**config.mk**
```make
export PLATFORM = sky130hd
export DESIGN_NAME = seg7_scan_display_flat
export DESIGN_NICKNAME = d
export VERILOG_FILES = /design/src/rtl/seg7_scan_display_if.sv /design/src/rtl/seg7_scan_display.sv /design/src/flat_wrapper.sv
export SDC_FILE = /design/constraint.sdc
export NUM_CORES = 1
export LEC_CHECK = 0
export ABC_AREA = 1
export CORE_MARGIN = 5
export CORE_UTILIZATION = 54
export DETAILED_ROUTE_END_ITERATION = 10
export PLACE_DENSITY = 0.78
export SETUP_SLACK_MARGIN = 0.1
export SYNTH_ARGS = -nofsm -noshare
export SYNTH_HDL_FRONTEND = slang
export SYNTH_SLANG_ARGS = --single-unit
```
**constraint.sdc**
```tcl
create_clock -name clk -period 3.3 [get_ports clk]
set_clock_uncertainty 0.05 [all_clocks]
set_input_delay 0.825 -clock clk [delete_from_list [all_inputs] [get_ports clk]]
set_output_delay 0.825 -clock clk [all_outputs]
set_load 0.03 [all_outputs]
```
**src/rtl/seg7_scan_display_if.sv**
```systemverilog
// Signal bundle between the counter-value producer and the 8-digit scan display.
// The producer is the master; the display driver is the slave.
interface seg7_scan_display_if;
  logic [31:0] value;
  logic        freeze;
  logic        blank_lz;
  logic [7:0]  an;
  logic [7:0]  seg;

  modport master (output value, output freeze, output blank_lz, input an, input seg);
  modport slave  (input value, input freeze, input blank_lz, output an, output seg);
endinterface

```
**src/rtl/seg7_scan_display.sv**
```systemverilog
// Time-multiplexed 8-digit hex display of a 32-bit value, with one tear-free
// snapshot per scan frame, optional freeze and optional leading-zero blanking.
module seg7_scan_display #(
  parameter int SCAN_DIV = 100000,
  parameter int DIV_W    = 20
) (
  input  logic                 clk,
  input  logic                 rst,
  seg7_scan_display_if.slave   bus
);

  localparam logic [DIV_W-1:0] DIV_LAST = DIV_W'(SCAN_DIV - 1);

  logic [DIV_W-1:0] div_q, div_d;
  logic [2:0]       dig_q, dig_d;
  logic [31:0]      snap_q, snap_d;
  logic [7:0]       an_q, an_d;
  logic [7:0]       seg_q, seg_d;

  logic             tick;
  logic [3:0]       nib;
  logic [7:0]       lz;
  logic             dark;

  // Active-low segments g..a for one hex digit; dp is added by the caller.
  function automatic logic [6:0] hex7(input logic [3:0] n);
    case (n)
      4'h0: hex7 = 7'h40;
      4'h1: hex7 = 7'h79;
      4'h2: hex7 = 7'h24;
      4'h3: hex7 = 7'h30;
      4'h4: hex7 = 7'h19;
      4'h5: hex7 = 7'h12;
      4'h6: hex7 = 7'h02;
      4'h7: hex7 = 7'h78;
      4'h8: hex7 = 7'h00;
      4'h9: hex7 = 7'h10;
      4'hA: hex7 = 7'h08;
      4'hB: hex7 = 7'h03;
      4'hC: hex7 = 7'h46;
      4'hD: hex7 = 7'h21;
      4'hE: hex7 = 7'h06;
      default: hex7 = 7'h0E;
    endcase
  endfunction

  // NOTE: every signal in this block is assigned on every path, so no latch is inferred.
  always_comb begin
    tick   = (div_q == DIV_LAST);
    div_d  = tick ? '0 : div_q + 1'b1;
    dig_d  = tick ? dig_q + 3'd1 : dig_q;
    // Capture only at the frame boundary, on the same edge dig wraps to 0.
    snap_d = (tick && dig_q == 3'd7 && !bus.freeze) ? bus.value : snap_q;

    nib = snap_q[4*dig_q +: 4];
    for (int d = 0; d < 8; d++) begin
      lz[d] = (d != 0) && ((snap_q >> (4 * d)) == 32'd0);
    end
    dark  = bus.blank_lz && lz[dig_q];

    an_d  = dark ? 8'hFF : ~(8'b1 << dig_q);
    seg_d = dark ? 8'hFF : {1'b1, hex7(nib)};
  end

  // NOTE: sequential state uses non-blocking assignments so all flops update together.
  always_ff @(posedge clk or posedge rst) begin
    if (rst) begin
      div_q  <= '0;
      dig_q  <= 3'd0;
      snap_q <= 32'd0;
      an_q   <= 8'hFF;
      seg_q  <= 8'hFF;
    end else begin
      div_q  <= div_d;
      dig_q  <= dig_d;
      snap_q <= snap_d;
      an_q   <= an_d;
      seg_q  <= seg_d;
    end
  end

  assign bus.an  = an_q;
  assign bus.seg = seg_q;

endmodule

```
**src/flat_wrapper.sv**
```systemverilog
// flat-port wrapper written by rule: the top's interface ports become plain ports
module seg7_scan_display_flat 
#(
  parameter int SCAN_DIV = 100000,
  parameter int DIV_W    = 20
)
  (clk, rst, bus_value, bus_freeze, bus_blank_lz, bus_an, bus_seg);
  seg7_scan_display_if bus_i ();
  input  logic clk;
  input  logic rst;
  input wire logic [$bits(bus_i.value)-1:0] bus_value;
  input wire logic [$bits(bus_i.freeze)-1:0] bus_freeze;
  input wire logic [$bits(bus_i.blank_lz)-1:0] bus_blank_lz;
  output wire logic [$bits(bus_i.an)-1:0] bus_an;
  output wire logic [$bits(bus_i.seg)-1:0] bus_seg;
  assign bus_i.value = bus_value;
  assign bus_i.freeze = bus_freeze;
  assign bus_i.blank_lz = bus_blank_lz;
  assign bus_an = bus_i.an;
  assign bus_seg = bus_i.seg;
  seg7_scan_display #(.SCAN_DIV(SCAN_DIV), .DIV_W(DIV_W)) u_core (.clk(clk), .rst(rst), .bus(bus_i));
endmodule
```
# Word-level counts from Yosys, hierarchy flattened
# Memory sizes are Yosys's and may differ from the RTL's.
# Cells that the tools add are included.
# word_totals
in_bits,36
output_inout_bits,16
romBits,112
n_memories,1
latch_bits,0
regBits,71
mem_bits_rw,0
# op_classes
n_eq_ne,2
reduce_logical,11
muxes,5
div_mod_pow,0
magnitude_cmp,1
bitwise,1
add_sub_neg,2
n_mul,0
shifts,2
# mem_list
name,words,word_bits,read_ports,rd_ports_with_merged_regs,wr,line_no,rtl
(name not given),16,7,1,0,0,seg7_scan_display.sv:27,case (n)
# ops
operator,count
$logic_not 32->1,7
$shiftx 32x6->4,1
$add 20x1->20 const B,1
$eq 20x17->1 const B,1
$mux 20,1
$mux 8,1
$not 8->8,1
$shl 1x3->8 const A,1
$mux 7,1
$lt 3x4->1 const B,1
$add 3x1->3 const B,1
$bmux 1 s3,1
$eq 3x3->1 const B,1
$logic_and 1x1->1,3
$logic_not 1->1,1
$mux 1,1

# Longest topological paths before layout
# Gate-level depths: netlist (run 1).
# depth
ltp_word,5
mapped_depth,13

# Worst setup path before layout (run 1)
# No wires, ideal clock.
# synth_path
path_kind,register to register
start,register u_core.dig_q[1]
end,register u_core.seg_q[5] (netlist: u_core.bus.seg[5])
setup_ns,0.088
stages_incl_launch_ff,11
setup_slack_ns,1.437
arrival_ns,1.724
n_path_buf,0
cell_sequence,dfrtp_1 > clkinv_1 > nand3_1 > nand2_1 > o21ai_1 > inv_1 > ha_1 > nand3_1 > nand2_1 > nand2_1 > nand3_1
# synth_via
elab_chain_cells,4
elab_cells_between_ends,6
# synth_lines
element,line_no,rtl
from (decl),seg7_scan_display.sv:15,"logic [2:0] dig_q, dig_d;"
from (signal assigned),seg7_scan_display.sv:75,dig_q <= dig_d;
"parallel branches: the longest is 3 deep, another holds $mem_v2 16x7",--,
$mux 7 (*),seg7_scan_display.sv:62,"seg_d = dark ? 8'hFF : {1'b1, hex7(nib)};"
named net u_core.seg_d[5],seg7_scan_display.sv:18,"logic [7:0] seg_q, seg_d;"
to (signal assigned),seg7_scan_display.sv:78,seg_q <= seg_d;
to (decl),seg7_scan_display.sv:18,
# Mark *: on every way through the listed nets, which the timed path passes. The select of a mux whose other input is x is not followed.
# A chain may end at the register's enable or synchronous reset.

# Final worst setup path (run 1)
# layout_path
start,register u_core.dig_q[0]
end,register u_core.snap_q[11]
# layout_via
elab_chain_cells,3
# layout_lines
element,line_no,rtl
$eq 3x3->1,seg7_scan_display.sv:53,snap_d = (tick && dig_q == 3'd7 && !bus.freeze) ? bus.value : snap_q;
$logic_and 1x1->1 (2 in series),seg7_scan_display.sv:53,
to (signal assigned),seg7_scan_display.sv:76,snap_q <= snap_d;
to (decl),seg7_scan_display.sv:16,"logic [31:0] snap_q, snap_d;"
# No other way between the ends.

==> summary.txt, run 1 <==
Worst hold path
  – Class of the tightest hold or removal check: flop to flop

Clock network
  – Post-CTS setup buffer count: 0
  – Clock tree from TritonCTS: yes
  – Number of hold-repair buffers added at the cts stage: 0
  – Clock Latency Late Sink: 0.35 ns
  – PostCTS Resize Cnt: 0
  – Clk root buf: clkbuf_8
  – Clock Tree Buf Depth: 2
  – H-tree depth reported by CTS: 3
  – Number of buffers created by CTS: 9
  – Clock Sink Count: 70
  – Worst-path clk slew: 0.08 ns

Timing
  – Final worst hold slack: 0.426 ns
  – Max-Slew Margin vs Limit: 53.6%
  – Period utilisation layout: 76.0%
  – Transition at the pin with the smallest max-transition slack: 0.695 ns
  – Final worst path period need: 2.51 ns
  – Worst Slack Setup Final: 0.793 ns
  – Setup-violating endpoint count in the final report: 0
  – RSZ-0062 raised after global routing: no
  – Setup total negative slack: 0 ns
  – Fmax: 399 MHz
  – Number of max-slew violations in the final report: 0
  – Hold violation count in the final report: 0

Placed design
  – Number of input and output port buffers inserted: 50
  – Pre-CTS worst setup slack: 0.832 ns
  – HPWL after DPL: 6.52 mm
  – Number of instances in the placed design: 657
  – Routability congestion estimate: 0.954

Detailed routing
  – Via count normalized by instance count: 5.08
  – Number of nets with antenna violations after routing: 0
  – Final Routed Wirelength: 8.94 mm
  – Detailed-route via count: 3422
  – # DRC: 0
  – Total iterations of the first detailed-routing run: 6
  – Number of DRC violations after detailed-routing iteration 0: 333
  – Average wire per cell in the routed design: 13.3 microns

Power
  – Total power: 1720 uW
  – Worst vdd ir: 423 uV
  – Leakage Power: 0.00246 uW
  – Power per unit of standard cell area: 363 mW/mm^2

Global route
  – Antenna violations before repair: 0
  – Overflow left after global routing: 0
  – Via count of the first global-routing pass: 3158
  – Largest net degree at the start of global routing: 46
  – GRT Util Overall: 21.0%
  – First-pass GRT wire length: 14.7 mm

Die
  – Width of the die: 95.3 microns
  – Initial core utilization: 54.7%
  – Ports placed on the boundary: 52
  – Num rows: 31
  – Height of the chip: 95.3 microns
  – Std-Cell Core Area: 0.00718 sq mm
  – Die ar.: 0.00908 sq mm

Critical path
  – Family of cells with the greatest summed delay on the critical path: simple AND/OR/NAND/NOR gates
  – CP Launch Type: flop
  – Number of buffer and inverter instances along the worst setup path: 1
  – Category of the worst setup path capture point: flop
  – List of cells traversed by the critical path: ha_1 -> ha_1 -> inv_1 -> nor2_2 -> nand3_2 -> nand2_1 -> nand2_1
  – Worst R2R Setup Slack: 0.79 ns
  – Worst EP arrival: 2.69 ns
  – Delay of the slowest critical-path stage: 0.80 ns
  – Data required time at the worst endpoint: 3.48 ns
  – Worst-path fanout max: 32
  – Critical-path cell with the highest stage delay: dfrtp_1
  – Crit Path Category: flop to flop

Logic synthesis
  – Register bit count reported by yosys: 70
  – Distinct cell type count of the synthesized netlist: 29
  – Proportion of register bits with asynchronous set or reset after synthesis: 100%
  – Library cell occupying the most area in the post-synthesis netlist: dfrtp_1
  – Top cell types by occurrence after synthesis: 189 x nand2_1, 65 x inv_1, 55 x dfrtp_1
  – Most used flip-flop cell after synthesis: dfrtp_1
  – Net Count, Synth: 570
  – Average size of a mapped cell: 7.54 sq um
  – Yosys warnings: 0
  – Largest cells by area after synthesis: dfrtp_1 35%, nand2_1 18%, dfstp_2 10%
  – Portion of the post-synthesis area used by sequential elements: 45.1%
  – Gate count after technology mapping: 521
  – Cell Area, Synth: 0.00393 sq mm
  – Most numerous cell in the Yosys netlist: nand2_1
  – Area share of the largest cell type after synthesis: 35.0%
  – Count of flip-flops with a built-in enable after synthesis: 0

Run
  – Number of max-capacitance violations reported: 0

Final layout
  – Synthesis-to-finish area growth: 20.5%
  – Footprint of the multi-input gates: 0.00180 sq mm
  – Reg area: 0.00177 sq mm
  – Filler cells: 611
  – Final instance count without filler cells: 673
  – Fraction of final layout cells sized beyond drive strength 1: 9.58%
  – Number of diodes: 0
  – Final nets: 618

Outcome
  – Status: finished, final reports clean
-- registers in the layout, indices dropped and copies added, names as in the netlist --
signal          cells
u_core.snap_q      32
u_core.bus.seg      7
u_core.bus.an       8
u_core.div_q       20
u_core.dig_q        3
-- stage by stage --
stage / cell area [sq um] / utilization, %
after global routing: 4730 / 66.0
after CTS: 4730 / 66.0
final: 4730 / 66.0
after floorplan: 3930 / -
after detailed placement: 4500 / 62.7
after global placement: 4500 / 62.7
-- path summary, 6_finish.rpt --
check,startpoint,to,cells past startpoint
setup / recovery,u_core.dig_q[0],u_core.snap_q[11],7
hold / removal,u_core.snap_q[5],u_core.snap_q[5],2
setup reg to reg,u_core.dig_q[0],u_core.snap_q[11],7
hold reg to reg,u_core.snap_q[5],u_core.snap_q[5],2
max in group asynchronous,rst,u_core.snap_q[16],3
min in group asynchronous,rst,u_core.snap_q[25],2
-- layer usage --
metal	GRT usage [%]	up-vias	wire length, microns
met2	34.3	73	4310
met1	27.4	1602	4000
li1	-	1736	-
met3	4.89	11	508
met4	7.45	0	125
met5	0	-	0
-- final cells by class --
class,instances,share of cell area [%]
multi-input cells,365,38.1
flip-flops and latches,70,37.4
repair buffers,55,11.6
inverters,68,5.39
clock buffers,11,3.20
well taps,99,2.62
clock inverters,5,1.72
-- where the power goes --
group	switching, uW	internal, uW
logic	25.6	39.3
registers	0	858
clock network	329	467
-- cells by family after synthesis --
group	share of synthesized area (%)
and+or+nand+nor	38.2
AOI/OAI and AO/OA	0.637
buffers and inverters	9.17
other	0.0955
xor gates and xnor gates	2.68
DFF	45.1
adders and majority gates	4.14
-- worst register-to-register path: stages (launching register included) --
cell	delay (ns)
dfrtp_1	0.80
ha_1	0.33
ha_1	0.19
inv_1	0.05
nor2_2	0.13
nand3_2	0.51
nand2_1	0.26
nand2_1	0.07
-- cell usage in the layout, fill, tap and decap left out, drive strengths merged, types with 6 or more instances in the layout --
cell type,Yosys,layout
nand2,191,191
inv,67,67
dfrtp,55,55
nand3,55,55
clkdlybuf4s50,0,50
nor2,40,40
nand4,38,38
dfstp,15,15
ha,13,13
clkbuf,5,11
xor2,9,9
nor3,6,6
Note: power is estimated with default switching activity, not from simulation.
==> run 2: changes to the inputs <==
==> constraint.sdc (replaced) <==
create_clock -name clk -period 2.63 [get_ports clk]
set_clock_uncertainty 0.05 [all_clocks]
set_input_delay 0.6575 -clock clk [delete_from_list [all_inputs] [get_ports clk]]
set_output_delay 0.6575 -clock clk [all_outputs]
set_load 0.03 [all_outputs]
==> run 2 against run 1 <==
Critical path depth is 3 higher. Critical path type unchanged. Flip-flop and latch count stayed put. Power increased by 12%. Via count increased by 1.2%. Maximum frequency increased by 11%. Combinational power increased by 22%. Final area down 0.63%. Worst hold slack barely moved. First-iteration DRC count decreased by 23%. Clock-buffer cell count fell by 1. Sequential power is 26% higher. Die area did not move.
==> summary.txt, run 2 (synthesized netlist as in run 1, its figures left out) <==
Final layout
  – Final nets: 623 (was 618)
  – Number of diodes: 0 (unchanged)
  – Footprint of the multi-input gates: 0.00180 sq mm (unchanged)
  – Flip-flop count of the largest register, all copies and words added: 32 (unchanged)
  – Filler cells: 602 (was 611)
  – Top register by number of flip-flops: u_core.snap_q (unchanged)
  – Synthesis-to-finish area growth: 19.8% (was 20.5%)
  – Reg area: 0.00177 sq mm (about the same)
  – Top library cells by usage in the layout, fill and taps aside: 189 x nand2_1, 64 x inv_1, 54 x dfrtp_1, 52 x nand3_1, 50 x clkdlybuf4s50_1 (was 189 x nand2_1, 64 x inv_1, 55 x dfrtp_1, 52 x nand3_1, 50 x clkdlybuf4s50_1)
  – Fraction of final layout cells sized beyond drive strength 1: 10.5% (was 9.58%)
  – Most common cell after layout, fill and taps aside: nand2_1 (unchanged)

Detailed routing
  – Via count normalized by instance count: 5.11 (was 5.08)
  – Final Routed Wirelength: 8.56 mm (was 8.94 mm)
  – Detailed-route via count: 3462 (was 3422)
  – Number of DRC violations after detailed-routing iteration 0: 256 (was 333)
  – Number of nets with antenna violations after routing: 0 (unchanged)
  – Total iterations of the first detailed-routing run: 6 (unchanged)
  – # DRC: 0 (unchanged)
  – Average wire per cell in the routed design: 12.6 microns (was 13.3 microns)

Critical path
  – Category of the worst setup path capture point: flop (unchanged)
  – WP depth: 10 (was 7)
  – CP Launch Type: flop (unchanged)
  – Crit Path Category: flop to flop (unchanged)
  – Worst-path fanout max: 10 (was 32)
  – Cell depth of the worst flop-to-flop path: 10 (was 7)
  – Worst EP arrival: 2.48 ns (was 2.69 ns)
  – Family of cells with the greatest summed delay on the critical path: simple AND/OR/NAND/NOR gates (unchanged)
  – Delay of the slowest critical-path stage: 0.53 ns (was 0.80 ns)
  – Data required time at the worst endpoint: 2.84 ns (was 3.48 ns)
  – List of cells traversed by the critical path: clkinv_1 -> nand3_1 -> nand2_1 -> o21ai_1 -> inv_1 -> ha_1 -> nand3_1 -> nand2_1 -> nand2_1 -> nand3_1 (was ha_1 -> ha_1 -> inv_1 -> nor2_2 -> nand3_2 -> nand2_1 -> nand2_1)
  – Number of buffer and inverter instances along the worst setup path: 2 (was 1)
  – Critical-path cell with the highest stage delay: dfrtp_1 (unchanged)

Clock network
  – Number of hold-repair buffers added at the cts stage: 0 (unchanged)
  – Post-CTS setup buffer count: 0 (unchanged)
  – H-tree depth reported by CTS: 3 (unchanged)
  – Clock Sink Count: 70 (unchanged)
  – Clock tree from TritonCTS: yes (unchanged)
  – Clock Tree Buf Depth: 2 (unchanged)
  – Number of buffers created by CTS: 9 (unchanged)
  – Worst-path clk slew: 0.07 ns (was 0.08 ns)
  – Clock Latency Late Sink: 0.35 ns (about the same)
  – PostCTS Resize Cnt: 0 (unchanged)
  – Clk root buf: clkbuf_8 (unchanged)

Timing
  – Worst Slack Setup Final: 0.364 ns (was 0.793 ns)
  – Number of max-slew violations in the final report: 0 (unchanged)
  – RSZ-0062 raised after global routing: no (unchanged)
  – Transition at the pin with the smallest max-transition slack: 0.548 ns (was 0.695 ns)
  – Final worst path period need: 2.27 ns (was 2.51 ns)
  – Hold violation count in the final report: 0 (unchanged)
  – Max-Slew Margin vs Limit: 63.5% (was 53.6%)
  – Setup-violating endpoint count in the final report: 0 (unchanged)
  – Setup total negative slack: 0 ns (unchanged)
  – Fmax: 441 MHz (was 399 MHz)
  – Period utilisation layout: 86.1% (was 76.0%)

Die
  – Std-Cell Core Area: 0.00718 sq mm (unchanged)
  – Width of the die: 95.3 microns (unchanged)
  – Ports placed on the boundary: 52 (unchanged)
  – Num rows: 31 (unchanged)
  – Initial core utilization: 54.7% (unchanged)
  – Die ar.: 0.00908 sq mm (unchanged)
  – Height of the chip: 95.3 microns (unchanged)

Global route
  – Overflow left after global routing: 0 (unchanged)
  – Antenna violations before repair: 0 (unchanged)
  – Via count of the first global-routing pass: 3276 (was 3158)
  – First-pass GRT wire length: 14.3 mm (was 14.7 mm)
  – GRT Util Overall: 20.2% (was 21.0%)
  – Largest net degree at the start of global routing: 45 (was 46)

Placed design
  – Pre-CTS worst setup slack: 0.366 ns (was 0.832 ns)
  – Number of input and output port buffers inserted: 50 (unchanged)
  – Routability congestion estimate: 0.911 (was 0.954)
  – HPWL after DPL: 6.29 mm (was 6.52 mm)

Outcome
  – Status: finished, final reports clean (unchanged)

Worst hold path
  – Class of the tightest hold or removal check: flop to flop (unchanged)
  – Number of cells traversed by the worst hold path: 2 (unchanged)

Power
  – Power per unit of standard cell area: 409 mW/mm^2 (was 363 mW/mm^2)
  – Worst vdd ir: 258 uV (was 423 uV)
  – Leakage Power: 0.00245 uW (was 0.00246 uW)

Run
  – Number of max-capacitance violations reported: 0 (unchanged)
[run 2: cell type report]
cell class | count | share of cell area (%)
flip-flops and latches | 70 | 37.7
clock inverters | 6 | 0.798
multi-input cells | 365 | 38.3
repair buffers | 60 | 12.2
inverters | 68 | 5.45
well taps | 99 | 2.63
clock buffers | 10 | 2.93
[run 2: layer usage]
layer,global-route usage (%),routed length (microns),vias up
li1,-,-,1750
met1,26.6,3860,1612
met2,32.7,4080,87
met3,4.10,483,13
met4,8.05,141,0
met5,0,0,-
[run 2: where the power goes]
| part | internal [uW] | switching [uW] |
|---|---|---|
| combinational | 48.3 | 31.1 |
| clock | 362 | 405 |
| sequential | 1080 | 0 |
[run 2: stage by stage]
step	instance area (sq um)	utilization, %	instances	power (uW)	hold slack [ns]
floorplan	3930	-	521	1120	0.392
global placement	4530	63.1	662	1180	0.409
detailed placement	4530	63.1	662	1180	0.409
CTS	4700	65.5	678	1940	0.428
global route	4700	65.6	678	2000	0.444
finish	4700	65.6	678	1920	0.426
[run 2: worst paths after layout]
check | from | end | slack, ns
max | u_core.dig_q[1] | u_core.bus.seg[5] | 0.36
min | u_core.snap_q[3] | u_core.snap_q[3] | 0.43
max reg2reg | u_core.dig_q[1] | u_core.bus.seg[5] | 0.36
min reg2reg | u_core.snap_q[3] | u_core.snap_q[3] | 0.43
max in group asynchronous | rst | u_core.dig_q[0] | 1.42
min in group asynchronous | rst | u_core.snap_q[24] | 0.62
[run 2: worst register-to-register path, stage by stage, from the launching register on]
cell and delay (ns):
dfrtp_1 0.53, clkinv_1 0.31, nand3_1 0.16, nand2_1 0.06
o21ai_1 0.35, inv_1 0.16, ha_1 0.25, nand3_1 0.12
nand2_1 0.07, nand2_1 0.06, nand3_1 0.07
==> run 3: changes to the inputs <==
--- a/config.mk
+++ b/config.mk
@@ -10,6 +10,7 @@
 export CORE_UTILIZATION = 54
 export DETAILED_ROUTE_END_ITERATION = 10
 export PLACE_DENSITY = 0.78
+export RECOVER_POWER = 25
 export SETUP_SLACK_MARGIN = 0.1
 export SYNTH_ARGS = -nofsm -noshare
 export SYNTH_HDL_FRONTEND = slang
==> run 3 against run 2 <==
Power is essentially flat. Clock-buffer cell count stayed put. Final area shrank 0.13%. Wire length about the same. Global-route usage did not move. Flip-flop and latch count is the same. Critical path depth is the same. Die area did not move. Non-clock buffer count is the same. Clock power barely moved. Maximum frequency down 0.20%. Setup slack lost 0.0046 ns. Largest cell class unchanged.
==> summary.txt, run 3 (synthesized netlist as in run 1, its figures left out) <==
Global route
  – Antenna violations before repair: 0 (unchanged)
  – Largest net degree at the start of global routing: 45 (unchanged)
  – GRT Util Overall: 20.2% (unchanged)
  – Overflow left after global routing: 0 (unchanged)
  – First-pass GRT wire length: 14.3 mm (unchanged)
  – Via count of the first global-routing pass: 3276 (unchanged)

Critical path
  – Number of buffer and inverter instances along the worst setup path: 2 (unchanged)
  – Data required time at the worst endpoint: 2.84 ns (about the same)
  – Worst-path fanout max: 10 (unchanged)
  – List of cells traversed by the critical path: clkinv_1 -> nand3_1 -> nand2_1 -> o21ai_1 -> inv_1 -> ha_1 -> nand3_1 -> nand2_1 -> nand2_1 -> nand3_1 (unchanged)
  – CP Launch Type: flop (unchanged)
  – Delay of the slowest critical-path stage: 0.53 ns (about the same)
  – Critical-path cell with the highest stage delay: dfrtp_1 (unchanged)
  – Category of the worst setup path capture point: flop (unchanged)
  – Cell depth of the worst flop-to-flop path: 10 (unchanged)
  – Family of cells with the greatest summed delay on the critical path: simple AND/OR/NAND/NOR gates (unchanged)
  – Worst EP arrival: 2.49 ns (was 2.48 ns)
  – Beginning of the worst register-to-register path: u_core.dig_q[1] (unchanged)
  – Worst R2R Setup Slack: 0.36 ns (about the same)
  – Crit Path Category: flop to flop (unchanged)
  – Endpoint of the lowest-slack register-to-register path: u_core.bus.seg[5] (unchanged)

Detailed routing
  – Final Routed Wirelength: 8.55 mm (was 8.56 mm)
  – Average wire per cell in the routed design: 12.6 microns (about the same)
  – # DRC: 0 (unchanged)
  – Number of DRC violations after detailed-routing iteration 0: 256 (unchanged)
  – Total iterations of the first detailed-routing run: 6 (unchanged)
  – Number of nets with antenna violations after routing: 0 (unchanged)
  – Via count normalized by instance count: 5.10 (was 5.11)
  – Routed length on met3: 490 microns (was 483 microns)
  – Sum of met2 wire segment lengths after detailed routing: 4.05 mm (was 4.08 mm)
  – Detailed-route via count: 3458 (was 3462)
  – Top routing layer used: met4 (unchanged)
  – Routed metal-1 wire length: 3.87 mm (was 3.86 mm)

Clock network
  – H-tree depth reported by CTS: 3 (unchanged)
  – Worst-path clk slew: 0.07 ns (about the same)
  – Clock Tree Buf Depth: 2 (unchanged)
  – Clock Latency Late Sink: 0.35 ns (about the same)
  – Clk root buf: clkbuf_8 (unchanged)
  – Clock Sink Count: 70 (unchanged)
  – Post-CTS setup buffer count: 0 (unchanged)
  – Number of buffers created by CTS: 9 (unchanged)
  – Clock tree from TritonCTS: yes (unchanged)

Final layout
  – Finished Cell Area: 0.00470 sq mm (about the same)
  – Filler cells: 605 (was 602)
  – Final nets: 623 (unchanged)
  – Footprint of the multi-input gates: 0.00180 sq mm (unchanged)
  – Fraction of final layout cells sized beyond drive strength 1: 10.2% (was 10.5%)
  – Reg area: 0.00177 sq mm (unchanged)
  – Number of diodes: 0 (unchanged)
  – Final instance count without filler cells: 678 (unchanged)
  – Synthesis-to-finish area growth: 19.6% (was 19.8%)
  – Top library cells by usage in the layout, fill and taps aside: 189 x nand2_1, 64 x inv_1, 54 x dfrtp_1, 52 x nand3_1, 49 x clkdlybuf4s50_1 (was 189 x nand2_1, 64 x inv_1, 54 x dfrtp_1, 52 x nand3_1, 50 x clkdlybuf4s50_1)
  – Flip-flop count of the largest register, all copies and words added: 32 (unchanged)
  – Most common cell after layout, fill and taps aside: nand2_1 (unchanged)
  – Top register by number of flip-flops: u_core.snap_q (unchanged)

Timing
  – Final worst hold slack: 0.426 ns (about the same)
  – Period utilisation layout: 86.3% (was 86.1%)
  – RSZ-0062 raised after global routing: no (unchanged)
  – Number of max-slew violations in the final report: 0 (unchanged)
  – Hold violation count in the final report: 0 (unchanged)
  – Worst Slack Setup Final: 0.360 ns (was 0.364 ns)
  – Setup-violating endpoint count in the final report: 0 (unchanged)
  – Setup total negative slack: 0 ns (unchanged)
  – Max-Slew Margin vs Limit: 15.4% (was 63.5%)
  – Final worst path period need: 2.27 ns (about the same)
  – Fmax: 441 MHz (about the same)
  – Transition at the pin with the smallest max-transition slack: 1.27 ns (was 0.548 ns)

Die
  – Ports placed on the boundary: 52 (unchanged)
  – Num rows: 31 (unchanged)
  – Die ar.: 0.00908 sq mm (unchanged)
  – Std-Cell Core Area: 0.00718 sq mm (unchanged)
  – Height of the chip: 95.3 microns (unchanged)
  – Initial core utilization: 54.7% (unchanged)
  – Width of the die: 95.3 microns (unchanged)

Power
  – Power per unit of standard cell area: 409 mW/mm^2 (about the same)
  – Worst vdd ir: 258 uV (about the same)
  – Leakage Power: 0.00244 uW (was 0.00245 uW)

Worst hold path
  – Class of the tightest hold or removal check: flop to flop (unchanged)
  – Hold EP: u_core.snap_q[3] (unchanged)
  – Number of cells traversed by the worst hold path: 2 (unchanged)
  – Hold_sp: u_core.snap_q[3] (unchanged)

Placed design
  – Number of input and output port buffers inserted: 50 (unchanged)
  – Routability congestion estimate: 0.911 (unchanged)
  – HPWL after DPL: 6.29 mm (unchanged)
  – DP Area: 0.00453 sq mm (unchanged)
  – Number of instances in the placed design: 662 (unchanged)
  – Pre-CTS worst setup slack: 0.366 ns (unchanged)

Outcome
  – Status: finished, final reports clean (unchanged)

Run
  – Number of max-capacitance violations reported: 0 (unchanged)
[run 3: cell count changes in the layout (fill, tap and decap cells not counted), sizes merged]
cell           change
buf                -2
clkbuf             +2
clkdlybuf4s50      -1
clkinv             +1
dlygate4sd3        +1
inv                -1
[run 3: worst max-delay path by stage]
stage,start,to,slack (ns),depth (start not counted)
finish,u_core.dig_q[1],u_core.bus.seg[5],0.36,10
global route,u_core.dig_q[1],u_core.bus.seg[3],0.11,10
global placement,u_core.dig_q[0],u_core.bus.seg[5],0.46,11
floorplan,rst,u_core.dig_q[0],0.18,1
detailed placement,u_core.dig_q[0],u_core.bus.seg[5],0.37,11
CTS,u_core.dig_q[0],u_core.bus.seg[5],0.34,11
[run 3: tightest hold or removal path, stage by stage (launching register included)]
cell and delay, ns:
dfrtp_1 0.35, nand2_1 0.05, nand2_1 0.05
[run 3: final cells by class]
type	count	share of cell area, %
clock buffer	10	2.93
timing repair buffer	60	12.1
tap	99	2.64
inverter	68	5.46
multi-input combinational	365	38.3
sequential	70	37.7
clock inverter	6	0.799
[run 3: layer usage]
metal / vias to the layer above / track usage (%)
met4: 0 / 8.05
met5: - / 0
li1: 1750 / -
met2: 89 / 32.7
met1: 1606 / 26.6
met3: 13 / 4.10
[run 3: timing repair]
item | 4_1_cts | 5_1_grt
endpoints found under the setup margin | 0 | 3
hold endpoints to repair | 0 | 0
hold buffers | 0 | 0
gates resized for setup | 0 | 2
[run 3: where the power goes]
part | leakage [uW] | switching (uW) | internal, uW
combinational | 0.00145 | 30.9 | 46.7
clock | 0.0000841 | 405 | 362
sequential | 0.000909 | 0 | 1080
total | 0.00244 | 436 | 1490
[run 3: metrics by stage]
stage               total power [uW]  utilization, %
finish                          1920            65.5
global route                    2000            65.5
CTS                             1940            65.5
detailed placement              1180            63.1
global placement                1180            63.1
floorplan                       1120               -
